--- src/rtl/uint16_calc_arbiter_pkg.sv ---
// Shared types for the two-requester UInt16 calculator arbiter:
// operand type, operation codes, FSM states and the grant rule.
package uint16_calc_arbiter_pkg;

  typedef logic [15:0] uint16_t;

  typedef enum logic [1:0] {
    OP_ADD = 2'd0,
    OP_SUB = 2'd1,
    OP_DIV = 2'd2,
    OP_MUL = 2'd3
  } calc_op_e;

  typedef enum logic [1:0] {
    ST_IDLE = 2'd0,
    ST_EXEC = 2'd1,
    ST_RESP = 2'd2
  } state_e;

  localparam uint16_t DIV_ZERO_RESULT = 16'hFFFF;

  // A lone requester wins outright; on contention the one served less recently wins.
  function automatic logic pick_grant(input logic [1:0] valid, input logic last_grant);
    if (valid == 2'b11) return ~last_grant;
    return valid[1];
  endfunction

endpackage

--- src/rtl/uint16_calc_unit.sv ---
// Combinational UInt16 calculator: wrapping add/sub/mul and unsigned
// truncating divide, with divide-by-zero reported through error.
module uint16_calc_unit
  import uint16_calc_arbiter_pkg::*;
(
  input  uint16_t  a,
  input  uint16_t  b,
  input  calc_op_e op,
  output uint16_t  result,
  output logic     error
);

  always_comb begin
    result = '0;
    error  = 1'b0;
    case (op)
      OP_ADD: result = a + b;
      OP_SUB: result = a - b;
      OP_MUL: result = a * b;
      OP_DIV: begin
        if (b == '0) begin
          result = DIV_ZERO_RESULT;
          error  = 1'b1;
        end else begin
          result = a / b;
        end
      end
    endcase
  end

endmodule

--- src/rtl/uint16_calc_arbiter.sv ---
// Shares one uint16_calc_unit between two requesters: IDLE grants one
// request, EXEC waits LATENCY cycles, RESP holds the result for its owner.
module uint16_calc_arbiter
  import uint16_calc_arbiter_pkg::*;
#(
  parameter int LATENCY = 2
) (
  input  logic             clk,
  input  logic             rst,
  input  logic [1:0]       req_valid,
  output logic [1:0]       req_ready,
  input  logic [1:0][15:0] req_a,
  input  logic [1:0][15:0] req_b,
  input  logic [1:0][1:0]  req_op,
  output logic [1:0]       resp_valid,
  input  logic [1:0]       resp_ready,
  output logic [15:0]      resp_result,
  output logic             resp_error,
  output logic             busy
);

  localparam logic [3:0] LAT_LOAD = 4'(LATENCY);

  state_e   state_q, state_d;
  logic     last_grant_q, last_grant_d;
  logic     owner_q, owner_d;
  logic [3:0] cnt_q, cnt_d;
  uint16_t  a_q, a_d;
  uint16_t  b_q, b_d;
  calc_op_e op_q, op_d;
  uint16_t  result_q, result_d;
  logic     error_q, error_d;

  logic     grant;
  logic     accept;
  logic     resp_done;
  logic     exec_last;
  uint16_t  calc_result;
  logic     calc_error;

  assign grant     = pick_grant(req_valid, last_grant_q);
  assign accept    = (state_q == ST_IDLE) && req_valid[grant];
  assign exec_last = (state_q == ST_EXEC) && (cnt_q == 4'd1);
  assign resp_done = (state_q == ST_RESP) && resp_ready[owner_q];

  uint16_calc_unit u_calc (
    .a      (a_q),
    .b      (b_q),
    .op     (op_q),
    .result (calc_result),
    .error  (calc_error)
  );

  always_ff @(posedge clk or posedge rst) begin
    if (rst) begin
      state_q <= ST_IDLE;
    end else begin
      state_q <= state_d;
    end
  end

  always_comb begin
    state_d = state_q;
    case (state_q)
      ST_IDLE: if (accept)    state_d = ST_EXEC;
      ST_EXEC: if (exec_last) state_d = ST_RESP;
      ST_RESP: if (resp_done) state_d = ST_IDLE;
      default:                state_d = ST_IDLE;
    endcase
  end

  // Operands are captured at grant; the result is sampled on the last EXEC cycle.
  always_comb begin
    last_grant_d = last_grant_q;
    owner_d      = owner_q;
    cnt_d        = cnt_q;
    a_d          = a_q;
    b_d          = b_q;
    op_d         = op_q;
    result_d     = result_q;
    error_d      = error_q;
    if (accept) begin
      a_d          = req_a[grant];
      b_d          = req_b[grant];
      op_d         = calc_op_e'(req_op[grant]);
      owner_d      = grant;
      last_grant_d = grant;
      cnt_d        = LAT_LOAD;
    end
    if (state_q == ST_EXEC) begin
      cnt_d = cnt_q - 4'd1;
      if (exec_last) begin
        result_d = calc_result;
        error_d  = calc_error;
      end
    end
  end

  always_ff @(posedge clk or posedge rst) begin
    if (rst) begin
      last_grant_q <= 1'b1;
      owner_q      <= 1'b0;
      cnt_q        <= '0;
      a_q          <= '0;
      b_q          <= '0;
      op_q         <= OP_ADD;
      result_q     <= '0;
      error_q      <= 1'b0;
    end else begin
      last_grant_q <= last_grant_d;
      owner_q      <= owner_d;
      cnt_q        <= cnt_d;
      a_q          <= a_d;
      b_q          <= b_d;
      op_q         <= op_d;
      result_q     <= result_d;
      error_q      <= error_d;
    end
  end

  // req_ready is masked by rst because IDLE is also the state held during reset.
  always_comb begin
    req_ready  = '0;
    resp_valid = '0;
    if ((state_q == ST_IDLE) && !rst) req_ready[grant] = req_valid[grant];
    if (state_q == ST_RESP)           resp_valid[owner_q] = 1'b1;
  end

  assign resp_result = result_q;
  assign resp_error  = error_q;
  assign busy        = (state_q != ST_IDLE);

endmodule

--- config.mk ---
export PLATFORM = sky130hd
export DESIGN_NAME = uint16_calc_arbiter
export DESIGN_NICKNAME = d
export VERILOG_FILES = /design/src/rtl/uint16_calc_arbiter_pkg.sv /design/src/rtl/uint16_calc_unit.sv /design/src/rtl/uint16_calc_arbiter.sv
export SDC_FILE = /design/constraint.sdc
export NUM_CORES = 1
export LEC_CHECK = 0
export ABC_AREA = 1
export CAP_MARGIN = 10
export CORE_MARGIN = 1
export CORE_UTILIZATION = 50
export DETAILED_ROUTE_END_ITERATION = 6
export GPL_TIMING_DRIVEN = 1
export PLACE_DENSITY = 0.65
export SKIP_LAST_GASP = 1
export SLEW_MARGIN = 20
export SYNTH_ARGS = -nofsm -noshare
export SYNTH_HDL_FRONTEND = slang
export SYNTH_SLANG_ARGS = --single-unit
export TNS_END_PERCENT = 30
--- constraint.sdc ---
create_clock -name clk -period 41.4 [get_ports clk]
set_input_delay 10.35 -clock clk [delete_from_list [all_inputs] [get_ports clk]]
set_output_delay 10.35 -clock clk [all_outputs]
set_load 0.01 [all_outputs]
Word-level counts from Yosys, hierarchy flattened
Index checks and enable logic that the tools add are counted.
{ "totals": {"register_bits": 59, "in_bits": 74, "output_inout_bits": 22, "wordCells": 73} }
{ "op_classes": {"addsub": 3, "n_mul": 1, "div_mod_pow": 1, "magnitude_cmp": 4, "eq_ne": 10, "muxes": 29, "bitwise_logic": 2, "reduce_logical": 14} }
{ "op_table": {"columns": ["cell", "count"], "rows": [
  ["two-way mux 16 bit", 5],
  ["one-hot mux 16 bit (4 select lines)", 1],
  ["adder 16 bit", 1],
  ["divider 16 x 16 -> 16 bit", 1],
  ["zero test 16 bit", 1],
  ["multiplier 16 x 16 -> 16 bit", 1],
  ["subtractor 16 bit", 1],
  ["two-way mux 2 bit", 7],
  ["two-way mux 1 bit", 11],
  ["equality test 2 bit (second input constant)", 4],
  ["two-way mux 4 bit", 2],
  ["logical AND 1 bit", 6],
  ["inequality test 2 bit (second input constant)", 3],
  ["one-hot mux 2 bit (3 select lines)", 1],
  ["equality test 2 x 1 -> 1 bit (second input constant)", 2],
  ["equality test 4 x 1 -> 1 bit (second input constant)", 1],
  ["zero test 2 bit", 2],
  ["less-than comparator 1 x 2 -> 1 bit (second input constant)", 2],
  ["nonzero test 2 bit", 2],
  ["subtractor 4 x 1 -> 4 bit (second input constant)", 1],
  ["AND reduction 3 bit", 1],
  ["bitwise AND 2 bit", 1],
  ["demux 1 bit (select 1 bit)", 2],
  ["greater-or-equal comparator 1 bit (second input constant)", 2],
  ["other kinds (3)", 3]
]} }

Logic depth before layout (Yosys ltp)
{ "logic_depth": {"ltp_word": 9, "mapped_depth": 207, "ltp_nobuf": 205} }

Modules after synthesis
From an unflattened synthesis, not the netlist that was laid out.
{ "unflattened": {"cells_unflattened": 2431, "area_unflattened_um2": 16035.4} }
{ "by_module_without_submodules": {"columns": ["module", "instances", "cells_each", "area_each_um2"], "rows": [
  ["uint16_calc_unit", 1, 2036, 12814.8],
  ["uint16_calc_arbiter", 1, 395, 3220.6]
]} }

Worst setup path before layout
OpenSTA, ideal clock, no wires.
{ "synth_timing": {"path_type": "register to register", "start": "register b_q[0]", "end": "register result_q[0], in the netlist resp_result[0]", "setup_ns": 0.130, "arrival_ns": 22.494, "required_time_ns": 41.270, "path_slack_ns": 18.777, "path_stages_with_launch": 195, "path_buffers": 4, "synth_period_minus_slack_ns": 22.623, "cell_sequence": "dfrtp_1 -> inv_1 -> ha_1 -> inv_1 -> nor2_1 -> nand2_1 -> nor2_1 -> nand2_1 -> o21ai_2 -> nand2_1 -> nand2_1 -> ha_1 -> nand2_1 -> inv_1 -> o21ai_0 -> nor2_1 -> o21ai_0 -> nand3_1 -> (+159 left out) -> nand2_1 -> a21oi_4 -> inv_2 -> buf_2 -> nand2_1 -> o21ai_1 -> ha_1 -> o21a_1 -> o21a_1 -> o21a_1 -> o21a_1 -> o21a_1 -> o21a_1 -> o21a_1 -> o21bai_1 -> a21oi_1 -> o31ai_1 -> a21oi_1"} }
{ "synth_via": {"elab_chain_cells": 3, "elab_cells_between_ends": 7, "classes_between": "add/sub: 2; mul: 1; div: 1; mux: 2; reduce/logical: 1"} }
{ "synth_rtl": {"columns": ["element", "line", "source"], "rows": [
  ["start, declared", "uint16_calc_arbiter.sv:29", "uint16_t b_q, b_d;"],
  ["start signal, assigned", "uint16_calc_arbiter.sv:105", "b_q <= '0;"],
  ["start signal, assigned", "uint16_calc_arbiter.sv:114", "b_q <= b_d;"],
  ["divider 16 x 16 -> 16 bit / zero test 16 bit (equally long branches)", "uint16_calc_unit.sv:25, uint16_calc_unit.sv:21", null],
  ["two-way mux 16 bit", "uint16_calc_unit.sv:21", "if (b == '0) begin"],
  ["one-hot mux 16 bit (4 select lines) (*)", "uint16_calc_unit.sv:16", "case (op)"],
  ["end signal, assigned", "uint16_calc_arbiter.sv:116", "result_q <= result_d;"],
  ["end, declared", "uint16_calc_arbiter.sv:31", "uint16_t result_q, result_d;"]
]} }
Mark *: on every way between the ends. The rest lies on a longest branch, timed or not.
A chain may end at the register's enable or synchronous reset.

Final worst setup path
Same ends and word-level chain as after synthesis.

==> results by group <==
Floorplanning
  • Die height: 176 um
  • Ports: 96
  • Starting density of the core: 51.0%
  • # rows: 63
  • Core area: 29800 um2
  • Chip width: 176 um
  • Die area: 31100 um2

STA
  • Post-Route Skew: roughly 0.011 ns
  • Headroom to the max-slew limit: 40.1%
  • Tmin final: 27.68 ns
  • Setup Viol. Count Final: 0
  • Max-slew violations: 0
  • Final hold viol count: 0
  • Fin crit share: 66.9%
  • Setup TNS: 0 ns
  • Worst-Margin Slew: between 0.8 and 0.9 ns
  • Fmax: 0.0361 GHz
  • RSZ-0062 raised after global routing: no

Min path
  • Worst Hold Endpoint: last_grant_q$_DFFE_PP1P_
  • Worst hold path startpoint: last_grant_q$_DFFE_PP1P_
  • Worst Hold Depth: 2
  • Hold Crit Class: reg2reg

Clocking
  • Longest Clk Path Bufs: 2
  • Hold-fix buffers, CTS: 0
  • H-tree Lvls: 3
  • Cts bufs inserted: 9
  • Post-cts sizing count: 0
  • CTS clk-pin slew, worst paths: 0.06 ns
  • # Post-CTS Setup Buffers: 0
  • Root buffer cell: clkbuf_16
  • Worst skew pair latency: 0.35 ns
  • CTS tree: built
  • CTS sink cnt: ~60

Cells and area
  • Area Overhead vs Synth: 10.6%
  • Commonest non-fill, non-tap cell in the layout: nand2_1
  • Fin util: 56.4%
  • Fill count: 2978
  • Share of layout cells above drive strength 1: 8.53%
  • Final #Nets: 2702
  • Most frequent cells in the layout: 556 x nand2_1, 403 x inv_1, 207 x ha_1

Route
  • Drt pass-1 iters: 7
  • Routed WL: 50.5 mm
  • Total number of vias: 15200
  • Routed WL per cell: approximately 18 um
  • Initial drt markers: 1209
  • ANT nets after route: 0
  • Drc violations: 0
  • Vias per cell: 5.55

Yosys
  • Mapped Avg Cell Area: 6.66 um2
  • Mapped Nets: 2644
  • Cell Area, Synth: 15200 um2
  • Count of different cell masters after synthesis: 66
  • Synthesized flop and latch total: 59
  • Cells after synthesis: 2282
  • Post-synth top flop: dfrtp_1
  • Yosys Warn Count: 0
  • Sequential area share after synthesis: 9.72%
  • EDFF count, synth: 0
  • FFs w/ async S/R, synth: 100%

Worst setup path
  • CP endpoint kind: register
  • Critical R2R Capture: resp_result[0]$_DFFE_PP0P_
  • Crit path launch type: register
  • CP max-delay cell: clkinv_1
  • Data required, critical path: roughly 42 ns
  • Reg2reg start: b_q[0]$_DFFE_PP0P_
  • R2R setup slack: roughly 14 ns
  • Critical Path Fanout Max: 22
  • Worst reg2reg path depth: 192
  • Slowest cell delay on critical path: ~0.57 ns
  • Setup CP Type: reg2reg
  • Worst path arrival time: 27.90 ns
  • CP most frequent cell: nand2_1

Placement
  • GP Congestion: between 0.9 and 1
  • Detailed Place HPWL: between 30 and 40 mm
  • I/O Buffers: 95

Job
  • Max_cap viols: 0

Global routing
  • Largest net degree at the start of global routing: 64
  • Initial antenna violation count: 1
  • Global-route wire length before repair: 79.7 mm
  • GR Overflow Total: 0
  • Vias in the first global route: 14900
  • Tot GR Track Use: 33.3%

Outcome
  • Status: finished clean
cell type report:
class | count | area [um2] | area share, %
multi-input combinational | 1735 | 11800 | 70.3
antenna | 1 | 2.50 | 0.0149
clock inverter | 4 | 73.8 | 0.439
sequential | 59 | 1480 | 8.79
tap | 390 | 488 | 2.90
inverter | 414 | 1560 | 9.25
timing repair buffer | 121 | 1150 | 6.82
clock buffer | 11 | 253 | 1.50
cell usage after synthesis (5+ instances only):
master | number | share of area (%)
nand3b_1 | 6 | 0.30
nand2_4 | 9 | 0.67
o211ai_1 | 5 | 0.25
o21ai_1 | 17 | 0.56
or2_2 | 39 | 1.6
inv_2 | 6 | 0.15
dfrtp_1 | 58 | 9.5
o21a_1 | 13 | 0.64
o21ai_2 | 9 | 0.52
clkbuf_8 | 6 | 0.54
a41oi_1 | 5 | 0.29
a21oi_1 | 91 | 3.0
nand3_1 | 104 | 3.4
fa_1 | 81 | 11
a21o_1 | 6 | 0.30
nand4_1 | 9 | 0.37
nand2_1 | 556 | 14
xnor2_1 | 38 | 2.2
ha_1 | 207 | 17
nand3_2 | 44 | 2.9
nand2_2 | 26 | 1.1
o21ai_0 | 116 | 3.8
a211oi_1 | 6 | 0.30
buf_2 | 7 | 0.23
nor2_1 | 147 | 3.6
o22ai_1 | 28 | 1.2
and2_1 | 19 | 0.78
nor4_1 | 12 | 0.49
a31oi_1 | 9 | 0.37
o21bai_1 | 13 | 0.64
inv_1 | 404 | 10
nor3_1 | 16 | 0.53
clkbuf_1 | 57 | 1.4
xor2_1 | 62 | 3.6
kinds of logic (layout without fill, tap and decap cells):
logic type                 after synthesis  count (layout)  synth area share, %
and+or+nand+nor                       1003            1003                 30.6
xor gates and xnor gates               100             100                 5.76
DFF                                     59              59                 9.72
muxes                                    1               1               0.0659
buffers and inverters                  488             550                 12.7
AOI/OAI and AO/OA                      343             343                 13.5
other                                    0               1                    0
adders and majority gates              288             288                 27.7
critical path: cells and delay by family, from the launching register on:
kind            cells  cell delay [ns]
buf+inv            21             3.55
compound gates     51             8.30
flops               1             0.32
fa+ha+maj          16             4.91
xor+xnor            1             0.19
simple gates      103            10.22
routing by layer:
metal / wire length, um / up-vias / track usage, %
li1: - / 7396 / -
met1: 22100 / 7125 / 43.3
met2: 23600 / 523 / 56.8
met3: 3100 / 125 / 3.36
met4: 1780 / 0 / 12.5
met5: 0 / - / 0
per-stage QoR:
stage	area, um2	setup WS, ns	cells	hold slack, ns
CTS	16800	13.99	2734	0.473
global route	16800	10.82	2734	0.491
finish	16800	13.72	2735	0.472
floorplan	15200	18.78	2282	0.444
global placement	16500	14.68	2719	0.452
detailed placement	16500	14.04	2719	0.466
sequential cells by signal (all words and copies together) (netlist names):
signal / flops
a_q: 16
b_q: 16
resp_result: 16
cnt_q: 4
op_q: 2
state_q: 2
last_grant_q: 1
owner_q: 1
resp_error: 1
how the worst max path moves through the flow:
stage               slack [ns]                         end                from
finish                   13.72  resp_result[0]$_DFFE_PP0P_  b_q[0]$_DFFE_PP0P_
global route             10.82  resp_result[0]$_DFFE_PP0P_  b_q[0]$_DFFE_PP0P_
CTS                      13.99  resp_result[0]$_DFFE_PP0P_  b_q[0]$_DFFE_PP0P_
detailed placement       14.04  resp_result[0]$_DFFE_PP0P_  b_q[0]$_DFFE_PP0P_
global placement         14.68  resp_result[0]$_DFFE_PP0P_  b_q[0]$_DFFE_PP0P_
floorplan                18.78  resp_result[0]$_DFFE_PP0P_  b_q[0]$_DFFE_PP0P_
Power is not shown: default switching activity piles up to over one toggle a cycle in this logic, so the estimate is an artifact.
